$ cat src/rtl/lsu_pkg.sv
// Shared constants for the load/store unit: funct3 codes, FSM states, error codes
// and the small decode helpers used when a request is accepted.
package lsu_pkg;

  localparam logic [2:0] F3_B  = 3'd0;
  localparam logic [2:0] F3_H  = 3'd1;
  localparam logic [2:0] F3_W  = 3'd2;
  localparam logic [2:0] F3_BU = 3'd4;
  localparam logic [2:0] F3_HU = 3'd5;

  localparam logic [1:0] ST_IDLE  = 2'd0;
  localparam logic [1:0] ST_READ  = 2'd1;
  localparam logic [1:0] ST_WRITE = 2'd2;
  localparam logic [1:0] ST_ERR   = 2'd3;

  typedef enum logic [1:0] {
    ERR_OK       = 2'b00,
    ERR_MISALIGN = 2'b01,
    ERR_ILLEGAL  = 2'b10,
    ERR_TIMEOUT  = 2'b11
  } lsu_err_e;

  // Highest valid bit of the access: byte 7, half 15, word width-1.
  function automatic int unsigned lane_msb(input logic [2:0] f3, input int unsigned width);
    case (f3[1:0])
      2'b00:   return 32'd7;
      2'b01:   return 32'd15;
      default: return width - 32'd1;
    endcase
  endfunction

  function automatic logic is_illegal(input logic is_store, input logic [2:0] f3);
    if (is_store) return (f3 > F3_W);
    return (f3 == 3'd3) || (f3 == 3'd6) || (f3 == 3'd7);
  endfunction

  function automatic logic is_misaligned(input logic is_store, input logic [2:0] f3,
                                         input logic [1:0] addr_lo);
    logic half;
    logic word;
    half = (f3 == F3_H) || (!is_store && (f3 == F3_HU));
    word = (f3 == F3_W);
    return (half && addr_lo[0]) || (word && (addr_lo != 2'b00));
  endfunction

endpackage

$ cat src/rtl/lsu_load_extend.sv
// Combinational load-data extension: sign- or zero-extends the low byte/half of the
// raw memory word according to the load funct3; words pass straight through.
module lsu_load_extend
  import lsu_pkg::*;
#(
  parameter int WIDTH = 32
) (
  input  logic [2:0]       funct3_i,
  input  logic [WIDTH-1:0] raw_i,
  output logic [WIDTH-1:0] data_o
);

  always_comb begin
    data_o = raw_i;
    case (funct3_i)
      F3_B:    data_o = {{(WIDTH-8){raw_i[7]}}, raw_i[7:0]};
      F3_H:    data_o = {{(WIDTH-16){raw_i[15]}}, raw_i[15:0]};
      F3_BU:   data_o = {{(WIDTH-8){1'b0}}, raw_i[7:0]};
      F3_HU:   data_o = {{(WIDTH-16){1'b0}}, raw_i[15:0]};
      default: data_o = raw_i;
    endcase
  end

endmodule

$ cat src/rtl/load_store_unit.sv
// Single-outstanding RV32 load/store unit mastering the generic rd/wr memory
// interfaces, with misalignment, illegal-funct3 and response-timeout reporting.
//
// state    | meaning
// ---------+---------------------------------------------------------------
// ST_IDLE  | ready for a request; resp_valid may be high for the previous one
// ST_READ  | rd_enable held, waiting for rd_response or timeout
// ST_WRITE | wr_valid held, waiting for wr_response or timeout
// ST_ERR   | rejected request, reports its error code next cycle
module load_store_unit
  import lsu_pkg::*;
#(
  parameter  int WIDTH   = 32,
  parameter  int DEPTH   = 65536,
  parameter  int TIMEOUT = 255,
  localparam int ADDR_W  = $clog2(DEPTH),
  localparam int IDX_W   = $clog2(WIDTH)
) (
  input  logic              clock_i,
  input  logic              reset_n_i,
  input  logic              req_valid_i,
  output logic              req_ready_o,
  input  logic              req_is_store_i,
  input  logic [2:0]        req_funct3_i,
  input  logic [31:0]       req_address_i,
  input  logic [WIDTH-1:0]  req_wdata_i,
  output logic              resp_valid_o,
  output logic [WIDTH-1:0]  resp_rdata_o,
  output logic [1:0]        resp_error_o,
  output logic [ADDR_W-1:0] rd_address_o,
  output logic              rd_enable_o,
  output logic [IDX_W-1:0]  rd_index_o,
  input  logic              rd_response_i,
  input  logic [WIDTH-1:0]  rd_data_i,
  output logic [ADDR_W-1:0] wr_address_o,
  output logic              wr_valid_o,
  output logic [WIDTH-1:0]  wr_data_o,
  output logic [IDX_W-1:0]  wr_index_o,
  input  logic              wr_response_i
);

  localparam int CNT_W = $clog2(TIMEOUT + 1);
  localparam logic [CNT_W-1:0] TO_LAST = CNT_W'(TIMEOUT - 1);

  logic [1:0]        state_q, state_d;
  logic [CNT_W-1:0]  cnt_q, cnt_d;
  lsu_err_e          err_q, err_d;
  logic [2:0]        f3_q, f3_d;
  logic [ADDR_W-1:0] rd_address_q, rd_address_d;
  logic              rd_enable_q, rd_enable_d;
  logic [IDX_W-1:0]  rd_index_q, rd_index_d;
  logic [ADDR_W-1:0] wr_address_q, wr_address_d;
  logic              wr_valid_q, wr_valid_d;
  logic [WIDTH-1:0]  wr_data_q, wr_data_d;
  logic [IDX_W-1:0]  wr_index_q, wr_index_d;
  logic              resp_valid_q, resp_valid_d;
  logic [WIDTH-1:0]  resp_rdata_q, resp_rdata_d;
  logic [1:0]        resp_error_q, resp_error_d;

  logic [ADDR_W-1:0] req_addr;
  logic [IDX_W-1:0]  req_idx;
  logic              req_misalign;
  logic              req_illegal;
  logic [WIDTH-1:0]  ext_data;
  logic              unused_addr_hi;

  assign req_addr       = req_address_i[ADDR_W-1:0];
  assign unused_addr_hi = ^req_address_i[31:ADDR_W];
  assign req_idx        = IDX_W'(lane_msb(req_funct3_i, WIDTH));
  assign req_misalign   = is_misaligned(req_is_store_i, req_funct3_i, req_address_i[1:0]);
  assign req_illegal    = is_illegal(req_is_store_i, req_funct3_i);

  lsu_load_extend #(.WIDTH(WIDTH)) u_extend (
    .funct3_i (f3_q),
    .raw_i    (rd_data_i),
    .data_o   (ext_data)
  );

  always_comb begin
    state_d      = state_q;
    cnt_d        = cnt_q;
    err_d        = err_q;
    f3_d         = f3_q;
    rd_address_d = rd_address_q;
    rd_enable_d  = rd_enable_q;
    rd_index_d   = rd_index_q;
    wr_address_d = wr_address_q;
    wr_valid_d   = wr_valid_q;
    wr_data_d    = wr_data_q;
    wr_index_d   = wr_index_q;
    resp_valid_d = 1'b0;
    resp_rdata_d = resp_rdata_q;
    resp_error_d = resp_error_q;

    unique case (state_q)
      ST_IDLE: begin
        if (req_valid_i) begin
          f3_d  = req_funct3_i;
          cnt_d = '0;
          if (req_misalign) begin
            state_d = ST_ERR;
            err_d   = ERR_MISALIGN;
          end else if (req_illegal) begin
            state_d = ST_ERR;
            err_d   = ERR_ILLEGAL;
          end else if (req_is_store_i) begin
            state_d      = ST_WRITE;
            wr_valid_d   = 1'b1;
            wr_address_d = req_addr;
            wr_index_d   = req_idx;
            wr_data_d    = req_wdata_i;
          end else begin
            state_d      = ST_READ;
            rd_enable_d  = 1'b1;
            rd_address_d = req_addr;
            rd_index_d   = req_idx;
          end
        end
      end
      ST_READ: begin
        if (rd_response_i || (cnt_q == TO_LAST)) begin
          state_d      = ST_IDLE;
          rd_enable_d  = 1'b0;
          rd_address_d = '0;
          rd_index_d   = '0;
          resp_valid_d = 1'b1;
          resp_rdata_d = rd_response_i ? ext_data : '0;
          resp_error_d = rd_response_i ? ERR_OK : ERR_TIMEOUT;
        end else begin
          cnt_d = cnt_q + CNT_W'(1);
        end
      end
      ST_WRITE: begin
        if (wr_response_i || (cnt_q == TO_LAST)) begin
          state_d      = ST_IDLE;
          wr_valid_d   = 1'b0;
          wr_address_d = '0;
          wr_index_d   = '0;
          wr_data_d    = '0;
          resp_valid_d = 1'b1;
          resp_rdata_d = '0;
          resp_error_d = wr_response_i ? ERR_OK : ERR_TIMEOUT;
        end else begin
          cnt_d = cnt_q + CNT_W'(1);
        end
      end
      ST_ERR: begin
        state_d      = ST_IDLE;
        resp_valid_d = 1'b1;
        resp_rdata_d = '0;
        resp_error_d = err_q;
      end
      default: state_d = ST_IDLE;
    endcase
  end

  always_ff @(posedge clock_i or negedge reset_n_i) begin
    if (!reset_n_i) begin
      state_q      <= ST_IDLE;
      cnt_q        <= '0;
      err_q        <= ERR_OK;
      f3_q         <= '0;
      rd_address_q <= '0;
      rd_enable_q  <= 1'b0;
      rd_index_q   <= '0;
      wr_address_q <= '0;
      wr_valid_q   <= 1'b0;
      wr_data_q    <= '0;
      wr_index_q   <= '0;
      resp_valid_q <= 1'b0;
      resp_rdata_q <= '0;
      resp_error_q <= '0;
    end else begin
      state_q      <= state_d;
      cnt_q        <= cnt_d;
      err_q        <= err_d;
      f3_q         <= f3_d;
      rd_address_q <= rd_address_d;
      rd_enable_q  <= rd_enable_d;
      rd_index_q   <= rd_index_d;
      wr_address_q <= wr_address_d;
      wr_valid_q   <= wr_valid_d;
      wr_data_q    <= wr_data_d;
      wr_index_q   <= wr_index_d;
      resp_valid_q <= resp_valid_d;
      resp_rdata_q <= resp_rdata_d;
      resp_error_q <= resp_error_d;
    end
  end

  assign req_ready_o  = (state_q == ST_IDLE);
  assign resp_valid_o = resp_valid_q;
  assign resp_rdata_o = resp_rdata_q;
  assign resp_error_o = resp_error_q;
  assign rd_address_o = rd_address_q;
  assign rd_enable_o  = rd_enable_q;
  assign rd_index_o   = rd_index_q;
  assign wr_address_o = wr_address_q;
  assign wr_valid_o   = wr_valid_q;
  assign wr_data_o    = wr_data_q;
  assign wr_index_o   = wr_index_q;

endmodule

$ cat config.mk
export PLATFORM = sky130hd
export DESIGN_NAME = load_store_unit
export DESIGN_NICKNAME = d
export VERILOG_FILES = /design/src/rtl/lsu_pkg.sv /design/src/rtl/lsu_load_extend.sv /design/src/rtl/load_store_unit.sv
export SDC_FILE = /design/constraint.sdc
export NUM_CORES = 1
export LEC_CHECK = 0
export CAP_MARGIN = 15
export CORE_MARGIN = 8
export CORE_UTILIZATION = 45
export CTS_BUF_LIST = sky130_fd_sc_hd__clkbuf_8
export CTS_CLUSTER_DIAMETER = 120
export CTS_CLUSTER_SIZE = 8
export DETAILED_ROUTE_END_ITERATION = 6
export PLACE_DENSITY = 0.83
export SYNTH_ARGS = -nofsm -noshare
export SYNTH_HDL_FRONTEND = slang
export SYNTH_HIERARCHICAL = 1
export SYNTH_SLANG_ARGS = --single-unit
$ cat constraint.sdc
create_clock -name clock_i -period 3.2 [get_ports clock_i]
set_input_delay 0.48 -clock clock_i [delete_from_list [all_inputs] [get_ports clock_i]]
set_output_delay 0.48 -clock clock_i [all_outputs]
set_load 0.005 [all_outputs]
Word level (Yosys, flattened, before mapping) --
Index checks and enable logic that the tools add are counted.
Operators by class: add/subtract/negate cells 1, order comparisons 1, eq/ne operators 23, multiplexer cells 71, reductions and logical operators 26
Operator list (number):
- 32-bit two-way mux | 7
- 16-bit two-way mux | 10
- 32-bit one-hot mux with 4 select lines | 1
- 32-bit one-hot mux with 3 select lines | 1
- 16-bit one-hot mux with 2 select lines | 2
- 32-bit one-hot mux with 2 select lines | 1
- 5-bit two-way mux | 10
- 5-bit one-hot mux with 2 select lines | 3
- 2-bit two-way mux | 12
- 8-bit two-way mux | 3
- 8-bit one-hot mux with 3 select lines | 1
- 2-bit != test, second input constant | 8
- 3-bit == test, second input constant | 5
- 1-bit two-way mux | 15
- 6-bit AND reduction | 2
- 3-bit AND reduction | 3
- 8-bit by 1-bit adder with 8-bit output, second input constant | 1
- 8-bit == test, second input constant | 1
- 2-bit one-hot mux with 4 select lines | 1
- 2-bit nonzero test | 4
- 3-bit by 1-bit == test with 1-bit output, second input constant | 2
- 3-bit by 2-bit == test with 1-bit output, second input constant | 2
- 1-bit logical OR | 6
- 2-bit one-hot mux with 3 select lines | 1
- other kinds (13) | 20
Word-level totals: flip-flop bits (word level) 126, input bits 105, output and inout bits 112, word-level logic and storage cells 136

Longest topological paths before layout --
word-level depth 8, depth in mapped cells 9, depth with buffers taken out 6

Cells and area by module --
Netlist, hierarchy kept.
By module, submodules not included:
- load_store_unit | instances 1, cells an instance 425, area each 4933.5 um2, seq. area each 3002.9 um2
- lsu_load_extend | instances 1, cells an instance 67, area each 355.3 um2, seq. area each 0.0 um2

Worst setup path after synthesis --
OpenSTA, ideal clock, no wires.
kind register to register, from register state_q[0], to register cnt_q[7], library setup time 0.095 ns, data arrival time 2.111 ns, required time 3.105 ns, path slack 0.993 ns, stages on the path, launching flop included 10, path through dfrtp_1 inv_1 ha_1 buf_2 a221o_1 or2_1 buf_2 or3_1 buf_2 o31ai_1
Between the ends: longest elaborated chain between the ends 3
Ends and longest elaborated chain:
- start, declared | line load_store_unit.sv:45 | logic [1:0] state_q, state_d;
- start signal, assigned | line load_store_unit.sv:174 | state_q <= state_d;
- 2-bit == test (tied with other cells) | line load_store_unit.sv:95 | unique case (state_q)
- 2-bit != test (no line) / 3-bit nonzero test (equally long branches)
- 4-bit AND reduction (no line)
- end signal, assigned | line load_store_unit.sv:175 | cnt_q <= cnt_d;
- end, declared | line load_store_unit.sv:46 | logic [CNT_W-1:0] cnt_q, cnt_d;
Parallel ways exist; a longest one is shown, timed or not. A chain may end at the register's enable or synchronous reset.

Final worst setup path --
from register state_q[1], to output req_ready_o
Between the ends: longest elaborated chain between the ends 1
Ends and longest elaborated chain:
- 2-bit logical NOT | line load_store_unit.sv:191 | assign req_ready_o = (state_q == ST_IDLE);
- end, declared | line load_store_unit.sv:22 | output logic req_ready_o,
Every way passes these cells.

==> results.sh <==
export IMPL_synth_area_sq_um=5290
export IMPL_routedWlPerCell_um=19.2
export IMPL_vias=4588
export IMPL_tightest_slew_ps=802
export IMPL_hold_class="in -> async"
export IMPL_endpoint_kind="output pin"
export IMPL_finalCritPeriodShare_pct=81.7
export IMPL_synthTopCellsByArea="dfrtp_1 57%, a22o_1 11%, o21ai_0 6.1%"
export IMPL_switching_share_pct=35.5
export IMPL_cts_resized=0
export IMPL_final_net_count=778
export IMPL_status="finished clean"
export IMPL_num_rows=39
export IMPL_drv_slew=0
export IMPL_grt_pass1_wl_mm=25.7
export IMPL_irDropWorstVdd_mv=0.471
export IMPL_setup_ws_ps=587
export IMPL_crit_arrival_ps=2130
export IMPL_netlist_instances=492
export IMPL_drtIter0Drc=335
export IMPL_hold_buffers=0
export IMPL_fmax_mhz=383
export IMPL_relSlewSlack_pct=46.5
export IMPL_ys_ff_latch=120
export IMPL_via_per_inst=5.57
export IMPL_clkPwrFrac_pct=19.9
export IMPL_dpl_cell_count=791
export IMPL_grt_pass1_vias=4799
export IMPL_syn_area_per_cell_sq_um=10.7
export IMPL_pwr_share_seq_pct=36.6
export IMPL_power_leakage_nw=3.36
export IMPL_fp_dieH_um=124
export IMPL_cts_tree="yes"
export IMPL_drt_pass1_iterations=5
export IMPL_setup_viol=0
export IMPL_ys_types=48
export IMPL_grt_overflow_total=0
export IMPL_synth_top_area_share_pct=56.8
export IMPL_tns_ps=0
export IMPL_antenna_found_initial=0
export IMPL_rsz0062_at_grt="no"
export IMPL_start_util_pct=46.1
export IMPL_track_usage_pct=20.4
export IMPL_max_clock_path_buffers=2
export IMPL_place_hpwl_mm=11.3
export IMPL_cts_sinks=120
export IMPL_synth_largest_area_cell="dfrtp_1"
export IMPL_critPathLaunchType="flip-flop"
export IMPL_fin_cells=823
export IMPL_gp_congestion=0.828
export IMPL_core_area_sq_um=11500
export IMPL_synth_nets=603
export IMPL_syn_to_final_growth_pct=44.5
export IMPL_io_pins=217
export IMPL_power_switching_mw=2.30
export IMPL_cts_made_buffers=17
export IMPL_p_int_mw=4.18
export IMPL_postCtsSetupRepairBufs=0
export IMPL_drtAntennaViolNets=0
export IMPL_critPathMaxFanout=39
export IMPL_total_power_mw=6.48
export IMPL_fin_skew_ps=13.4
export IMPL_seq_area_frac_synth_pct=56.8
export IMPL_cts_root_buf="clkbuf_8"
export IMPL_pre_cts_slack_ps=539
export IMPL_grt_max_degree=55
export IMPL_die_w_um=124
export IMPL_post_route_min_period_ps=2610
export IMPL_worstSetupPathType="reg -> out"
export IMPL_antennaDiodeCount=0
export IMPL_power_density_nw_per_um2=848
export IMPL_synth_warnings=6
export IMPL_drive_gt1_share_pct=7.79
export IMPL_numPortBuffers=200
export IMPL_clock_latency_ps=440
export IMPL_maxCapViolCount=0
export IMPL_cp_required_ps=2720
export IMPL_cts_max_level=4
export IMPL_totalWireLength_mm=15.8
export IMPL_drc=0
export IMPL_dieArea_sq_um=15500
export IMPL_combPwrFrac_pct=43.5
export IMPL_path_clk_slew_ps=70
export IMPL_hold_viol=0
[synthesized netlist by cell type, drive strengths merged]
library cell	n
and4	2
and2	1
mux2	3
nor3	3
o211a	2
nor3b	2
a211oi	2
a22oi	1
buf	24
o32a	1
dfrtp	120
ha	6
a211o	2
o21ai	101
o211ai	1
or2	4
inv	5
or4	1
and3	1
o31ai	10
o41ai	2
clkbuf	30
mux2i	1
nand4	1
nor2b	2
nor2	8
a21o	4
or3	3
a22o	68
and3b	1
nand2	62
a221o	1
nand3	3
or4b	1
a21oi	7
nand2b	5
o21a	1
[worst max-delay path, cell delays in order (launching register included)]
cell and delay, ps:
dfrtp_1 410, inv_1 90, ha_1 230, buf_4 380, clkdlybuf4s50_1 580
[cells by family after synthesis]
| kind of cell | count (synthesis) | synth area share, % |
|---|---|---|
| and+or+nand+nor | 100 | 9.13 |
| AOI/OAI and AO/OA | 203 | 25.7 |
| buffers and inverters | 59 | 6.03 |
| DFF | 120 | 56.8 |
| muxes | 4 | 0.899 |
| adders and majority gates | 6 | 1.42 |
[layer usage]
layer,share of wire [%],vias to the layer above,track usage [%]
met3,7.9,21,8.72
met5,0,-,0
li1,-,2114,-
met4,1.7,0,6.38
met2,51,167,34.6
met1,40,2286,22.5
[registers in the layout (all words and copies together), names as in the netlist]
name / flops
err_q: 2
wr_data_o: 32
rd_index_o: 3
rd_address_o: 16
state_q: 2
wr_index_o: 3
resp_error_o: 2
f3_q: 3
cnt_q: 8
resp_rdata_o: 32
wr_address_o: 16
resp_valid_o: 1
[layout make-up]
cell class	count	area, sq um
fill	889	3820
sequential	120	3000
timing repair buffer	210	2090
multi-input combinational	313	1980
clock buffer	17	234
tap	143	179
clock inverter	15	139
inverter	5	18.8
[final timing paths]
check,startpoint,to,cells past startpoint,slack [ps]
setup / recovery,state_q[1]$_DFFE_PN0P_,req_ready_o,4,590
hold reg to reg,wr_data_o[21]$_DFFE_PN0P_,wr_data_o[21]$_DFFE_PN0P_,1,500
hold / removal,reset_n_i,resp_rdata_o[17]$_DFFE_PN0P_,1,90
setup reg to reg,state_q[0]$_DFFE_PN0P_,cnt_q[5]$_DFFE_PN0P_,6,770
min in group clock_i,wr_data_o[21]$_DFFE_PN0P_,wr_data_o[21]$_DFFE_PN0P_,1,500
max in group asynchronous,reset_n_i,wr_data_o[17]$_DFFE_PN0P_,2,2210
[power by group through the flow]
| stage | Combinational, mW | Sequential, mW | Clock [mW] |
|---|---|---|---|
| 3_3_place_gp | 2.74 | 2.37 | 0 |
| 6_report | 2.82 | 2.37 | 1.29 |
| 4_1_cts | 2.85 | 2.37 | 1.32 |
| 3_5_place_dp | 2.83 | 2.39 | 0 |
| 5_1_grt | 3.07 | 2.44 | 1.38 |
| 2_1_floorplan | 1.43 | 2.33 | 0 |
[placed cells by master, fill, tap and decap left out, drive strengths merged, types with 2 or more instances in the layout]
master and instances:
a211o 2, a211oi 2, a21o 4, a21oi 7, a22o 68, and4 2, buf 11, bufinv 2
clkbuf 17, clkdlybuf4s50 199, clkinv 5, clkinvlp 4, dfrtp 120, ha 6, inv 9, mux2 3
nand2 62, nand2b 5, nand3 3, nor2 8, nor2b 2, nor3 3, nor3b 2, o211a 2
o21ai 101, o31ai 10, o41ai 2, or2 4, or3 3
[per-stage QoR]
| step | util (%) | cell area (sq um) | hold slack [ps] |
|---|---|---|---|
| floorplan | - | 5290 | 184 |
| global placement | 63.4 | 7270 | 481 |
| detailed placement | 63.4 | 7270 | 481 |
| CTS | 66.7 | 7640 | 91.4 |
| global route | 66.7 | 7640 | 113 |
| finish | 66.7 | 7640 | 85.7 |
Power figures use the tool's default switching activity.
